--- config.mk ---
export PLATFORM = sky130hd
export DESIGN_NAME = load_store_unit
export DESIGN_NICKNAME = d
export VERILOG_FILES = /design/src/rtl/load_store_unit.sv
export SDC_FILE = /design/constraint.sdc
export NUM_CORES = 1
export LEC_CHECK = 0
export CORE_ASPECT_RATIO = 1.1
export CORE_MARGIN = 2
export CORE_UTILIZATION = 51
export DETAILED_ROUTE_END_ITERATION = 10
export PLACE_DENSITY = 0.86
export SETUP_SLACK_MARGIN = 0.15
export SLEW_MARGIN = 20
export SYNTH_ARGS = -nofsm -noshare
export SYNTH_HDL_FRONTEND = slang
export SYNTH_SLANG_ARGS = --single-unit
--- constraint.sdc ---
create_clock -name clk -period 4.1 [get_ports clk]
set_input_delay 1.025 -clock clk [delete_from_list [all_inputs] [get_ports clk]]
set_output_delay 1.025 -clock clk [all_outputs]
set_load 0.1 [all_outputs]
--- src/rtl/load_store_unit.sv ---
`default_nettype none
// ============================================================================
// load_store_unit : word-wide data-memory initiator with read-modify-write sub-word stores
// Revision 1.0
// ============================================================================
module load_store_unit (
   input  logic        clk,
   input  logic        rst_n,
   input  logic        req_valid,
   output logic        req_ready,
   input  logic        req_write,
   input  logic [1:0]  req_size,
   input  logic        req_unsigned,
   input  logic [31:0] req_addr,
   input  logic [31:0] req_wdata,
   output logic        resp_valid,
   output logic [31:0] resp_rdata,
   output logic        resp_error,
   output logic [31:0] mem_address,
   output logic [31:0] mem_write_data,
   output logic        mem_write_enable,
   output logic        mem_read_enable,
   input  logic [31:0] mem_read_data
);
   localparam logic [1:0] C_SIZE_BYTE    = 2'b00;
   localparam logic [1:0] C_SIZE_HALF    = 2'b01;
   localparam logic [1:0] C_SIZE_WORD    = 2'b10;
   localparam logic [1:0] C_SIZE_ILLEGAL = 2'b11;

   typedef enum logic [1:0] {
      S_IDLE  = 2'd0,
      S_READ  = 2'd1,
      S_WRITE = 2'd2,
      S_RESP  = 2'd3
   } state_t;

   state_t      r_state;
   state_t      w_next;
   logic        r_write;
   logic        r_unsigned;
   logic        r_error;
   logic [1:0]  r_size;
   logic [31:0] r_addr;
   logic [31:0] r_wdata;
   logic [31:0] r_rword;
   logic [31:0] r_rdata;

   logic        w_accept;
   logic        w_req_error;
   logic [7:0]  w_byte;
   logic [15:0] w_half;
   logic [31:0] w_load_data;
   logic [31:0] w_merge_data;
   logic [31:0] w_word_address;

   assign w_accept       = req_valid && (r_state == S_IDLE);
   assign w_req_error    = (req_size == C_SIZE_ILLEGAL)
                        || ((req_size == C_SIZE_HALF) && req_addr[0])
                        || ((req_size == C_SIZE_WORD) && (req_addr[1:0] != 2'b00));
   assign w_word_address = {r_addr[31:2], 2'b00};

   // Extraction uses the live read data so the load result registers on the READ edge.
   always_comb begin
      w_byte      = 8'h00;
      w_half      = 16'h0000;
      w_load_data = mem_read_data;
      case (r_addr[1:0])
         2'd0:    w_byte = mem_read_data[7:0];
         2'd1:    w_byte = mem_read_data[15:8];
         2'd2:    w_byte = mem_read_data[23:16];
         default: w_byte = mem_read_data[31:24];
      endcase
      w_half = r_addr[1] ? mem_read_data[31:16] : mem_read_data[15:0];
      case (r_size)
         C_SIZE_BYTE: w_load_data = r_unsigned ? {24'h000000, w_byte} : {{24{w_byte[7]}}, w_byte};
         C_SIZE_HALF: w_load_data = r_unsigned ? {16'h0000, w_half} : {{16{w_half[15]}}, w_half};
         default:     w_load_data = mem_read_data;
      endcase
   end

   always_comb begin
      w_merge_data = r_rword;
      case (r_size)
         C_SIZE_BYTE: begin
            case (r_addr[1:0])
               2'd0:    w_merge_data[7:0]   = r_wdata[7:0];
               2'd1:    w_merge_data[15:8]  = r_wdata[7:0];
               2'd2:    w_merge_data[23:16] = r_wdata[7:0];
               default: w_merge_data[31:24] = r_wdata[7:0];
            endcase
         end
         C_SIZE_HALF: begin
            if (r_addr[1]) w_merge_data[31:16] = r_wdata[15:0];
            else           w_merge_data[15:0]  = r_wdata[15:0];
         end
         default: w_merge_data = r_wdata;
      endcase
   end

   always_comb begin
      w_next           = r_state;
      req_ready        = 1'b0;
      resp_valid       = 1'b0;
      mem_address      = 32'h0000_0000;
      mem_write_data   = 32'h0000_0000;
      mem_write_enable = 1'b0;
      mem_read_enable  = 1'b0;
      case (r_state)
         S_IDLE: begin
            req_ready = 1'b1;
            if (req_valid) begin
               if (w_req_error)                                 w_next = S_RESP;
               else if (req_write && (req_size == C_SIZE_WORD)) w_next = S_WRITE;
               else                                             w_next = S_READ;
            end
         end
         S_READ: begin
            mem_read_enable = 1'b1;
            mem_address     = w_word_address;
            w_next          = r_write ? S_WRITE : S_RESP;
         end
         S_WRITE: begin
            mem_write_enable = 1'b1;
            mem_address      = w_word_address;
            mem_write_data   = w_merge_data;
            w_next           = S_RESP;
         end
         default: begin
            resp_valid = 1'b1;
            w_next     = S_IDLE;
         end
      endcase
   end

   assign resp_rdata = r_rdata;
   assign resp_error = r_error;

   always_ff @(posedge clk or negedge rst_n) begin
      if (!rst_n) begin
         r_state    <= S_IDLE;
         r_write    <= 1'b0;
         r_unsigned <= 1'b0;
         r_error    <= 1'b0;
         r_size     <= 2'b00;
         r_addr     <= 32'h0000_0000;
         r_wdata    <= 32'h0000_0000;
         r_rword    <= 32'h0000_0000;
         r_rdata    <= 32'h0000_0000;
      end else begin
         r_state <= w_next;
         case (r_state)
            S_IDLE: begin
               if (w_accept) begin
                  r_write    <= req_write;
                  r_size     <= req_size;
                  r_unsigned <= req_unsigned;
                  r_addr     <= req_addr;
                  r_wdata    <= req_wdata;
                  r_error    <= w_req_error;
                  r_rdata    <= 32'h0000_0000;
               end
            end
            S_READ: begin
               r_rword <= mem_read_data;
               if (!r_write) r_rdata <= w_load_data;
            end
            S_RESP: begin
               r_error <= 1'b0;
               r_rdata <= 32'h0000_0000;
            end
            default: ;
         endcase
      end
   end
endmodule
`default_nettype wire

After elaboration in Yosys (flattened, before gate mapping)
Index checks and enable logic that the tools add are counted.
Cells by class
  reductions and logical operators: 18
  equality and inequality tests: 12
  multiplexer cells: 28
Operators by type and width (number)
  32-bit 2-to-1 mux: 6
  32-bit case mux with 2 select lines: 2
  32-bit case mux with 3 select lines: 1
  16-bit 2-to-1 mux: 3
  8-bit 2-to-1 mux: 4
  8-bit case mux with 3 select lines: 1
  2-bit == test (second input constant): 5
  2-bit by 1-bit == test with 1-bit output (second input constant): 4
  2-bit logical NOT: 3
  1-bit 2-to-1 mux: 6
  2-bit 2-to-1 mux: 3
  2-bit inequality test (second input constant): 3
  2-bit case mux with 3 select lines: 1
  3-bit OR reduction: 2
  1-bit logical AND: 4
  2-bit AND reduction: 2
  2-bit nonzero test: 2
  3-bit AND reduction: 1
  3-bit nonzero test: 1
  1-bit logical OR: 2
  1-bit case mux with 2 select lines: 1
  2-bit OR reduction: 1
Word-level totals
  register bits: 135
  output and inout bits: 101
  input bits: 103
  word-level logic and storage cells: 67

Longest topological paths before layout
  depth after elaboration: 7
  gate-level depth with buffers: 8
  gate-level depth less buffers: 6

Least setup slack after synthesis
No wires, ideal clock.
  path type: reg-to-output
  start point: register r_state[0]
  end point: output mem_write_data[20]
  data required time: 3.075 ns
  data arrival time: 4.302 ns
  slack: -1.227 ns
  cell stages (with the launch flop): 7
  path through: dfrtp_1 inv_1 ha_1 clkbuf_1 inv_1 clkbuf_1 a311oi_1
On the way
  longest elaborated chain between the ends: 2
Ends and longest elaborated chain
  start, declared: line 37  | state_t r_state;
  start signal, assigned: line 150  | r_state <= w_next;
  2-bit == test: line 108  | case (r_state)
  32-bit 2-to-1 mux: line 108
  end, declared: line 20  | output logic [31:0] mem_write_data,
No other way between the ends.

Final worst setup path
  start point: register r_state[0]
  end point: output mem_write_data[21]
Same word-level chain as after synthesis.

==> metrics.txt <==
Vias=5747; worst reg2reg path endpoint=resp_rdata[28]; Max-slew headroom=0.2713; final worst slack=between 0.5 and 0.6 ns; total core area=13100 um^2; Max Clk Rate=280.7 MHz; CP startpoint=r_state[0]; final hold violations=0; share of post-route cells with drive strength above 1=0.2931; flops & latches, synth=approximately 140; fraction of registers with async set/reset=1.000; CTS Buffer Depth=2; number of synthesized flops with an enable pin=0; hold_ws=0.4801 ns; Tmin final=3.562 ns; Root Buffer=clkbuf_16; total CTS buffers=17; Synthesis Warnings=0; Mapped Avg Cell Area=approximately 11 um^2; Placed Area=9234 um^2; crit end category=primary output; vias per std cell=roughly 6; Final Slew Violations=0; H-Tree Level Count=4; Cell Area, Synth=6799 um^2; I/O Pins=204; Slew @ Worst Pin=1.092 ns; initial core utilization=0.5189; Inserted Diodes=0; pre-CTS setup slack=0.6279 ns; max-capacitance violation count=0; TritonCTS clock tree=built; GRT Resource Usage Total=0.2911; gr ovfl total=0; synth cell count leaders=135 x dfrtp_1, 99 x mux2_2, 44 x nand2_1; r2r setup slk=1.35 ns; top-count cell post-synth=dfrtp_1; worst-case clock skew=~0.007 ns; WL per Instance=21.13 um; utilization after layout=0.7531; Synth area leaders=dfrtp_1 50%, mux2_2 16%, mux2i_1 3.5%; first-pass GRT wire length=roughly 32 mm; worst r2r path cells=6; Synth top area share=0.4969; largest net degree at the start of global routing=70; crit path to=mem_write_data[21]; Top FF cell, synth=dfrtp_1; GP Congestion=0.9158; clk slew on worst S/H paths=about 0.060 ns; DRT Pass-1 Iters=5; initial antenna violation count=0; fin crit share=0.8688; r2r startpoint=r_state[0]; hold buffers post-CTS=0; initial drt markers=559; Post-Syn Instances=602; Post-DP HPWL=14.98 mm; Yosys top cell by area=dfrtp_1; outcome=finished, final reports clean; sequential cell area fraction in the yosys report=0.4969; row count=44; vias in the first global route=5897; Port Buffers=201; nets@finish=just under 900; worst hold-check path type=flop to flop; Routed Wire Length=20.20 mm; Setup Buffers After CTS=0; Netlist cell types=43; maximum fanout along the worst path=24; critical path startpoint category=flop; Layout area overhead=45.12%; Setup Viol. Count Final=0; cts repair resizes=0; Post-DRT Antenna Nets=0; Die X=roughly 110 um; Critical Path AT=around 2.5 ns; DRC=0; Num Clock Sinks=135; Setup CP Type=flop to primary output; Final Cell Area=9867 um^2; worst skew pair latency=about 0.42 ns; unrepaired setup endpoints after global routing=no; Fillers=894; Req. time, crit path=slightly above 3 ns; Die H=125.1 um; DIE AREA=14270 um^2
## through the flow
stage          setup TNS (ns)  cells
2_1_floorplan         -0.6558    603
4_1_cts                     0    956
6_report                    0    956
5_1_grt                     0    956
3_3_place_gp                0    925
3_5_place_dp                0    925
## state kept, by name (all words and copies together) (netlist names)
register / count
r_write: 1
resp_rdata: 32
r_unsigned: 1
r_wdata: 32
r_addr: 32
resp_error: 1
r_state: 2
r_rword: 32
r_size: 2
## routing by layer
metal | routed length, um | GRT usage | vias to the layer above
met4 | 692 | 0.1169 | 0
li1 | - | - | 2567
met5 | 0 | 0 | -
met1 | 8118 | 0.3749 | 2811
met3 | 1651 | 0.07804 | 57
met2 | 9733 | 0.4681 | 312
## how the worst min path moves through the flow
stage | from | endpoint | slack (ns) | depth (start not counted)
detailed placement | resp_rdata[2] | resp_rdata[2] | 0.47 | 2
finish | resp_rdata[2] | resp_rdata[2] | 0.48 | 2
global placement | resp_rdata[3] | resp_rdata[3] | 0.47 | 2
floorplan | r_addr[10] | r_addr[10] | 0.47 | 1
global route | resp_rdata[2] | resp_rdata[2] | 0.50 | 2
CTS | resp_rdata[2] | resp_rdata[2] | 0.48 | 2
## cell type report
type,count,area (um^2),share of cell area
flip-flops and latches,135,3378,0.3424
multi-input cells,405,3251,0.3294
well taps,161,201.4,0.02042
clock buffers,17,425.4,0.04311
clock inverters,14,207.7,0.02105
inverters,11,41.29,0.004185
repair buffers,213,2362,0.2394
## worst max-delay path, cell delays in order (launching register included)
cell      delay [ns]
dfrtp_1         0.40
inv_1           0.12
ha_2            0.35
inv_1           0.51
a311oi_4        0.51
buf_12          0.22
## layout by cell type (no fill, tap or decap), types with 2 or more instances in the layout
master	n
nor2_1	20
nand2_1	43
clkinv_2	5
o31ai_1	9
dfrtp_1	135
buf_4	44
nor2b_1	12
a311oi_2	7
o22ai_1	7
o211a_1	8
conb_1	2
a221o_2	4
a221o_1	13
nand2b_1	3
a221oi_1	9
mux2_2	99
a311oi_1	6
o21ai_0	28
clkinvlp_4	2
or3_1	7
and2_1	32
clkbuf_16	17
a21oi_1	20
ha_1	3
mux2i_1	24
clkdlybuf4s50_1	135
a21oi_2	6
a22o_1	10
a2bb2oi_1	8
buf_12	34
bufinv_16	5
nand3_1	8
clkinv_4	2
a211o_1	2
inv_1	10
## cell families (layout without fill, tap and decap cells)
logic type | Yosys count | after routing | synth area share
AND/OR/NAND/NOR | 134 | 134 | 0.1014
multiplexers | 124 | 124 | 0.2026
AO/OA/AOI/OAI | 141 | 141 | 0.1526
adder cells (fa/ha/maj) | 4 | 4 | 0.007361
flip-flops | 135 | 135 | 0.4969
other | 1 | 2 | 0.0005516
buffers and inverters | 63 | 255 | 0.03865
Power is left out: the tool's default activity adds up to more than one toggle a clock period on the data nets, which glitch-free logic cannot reach.
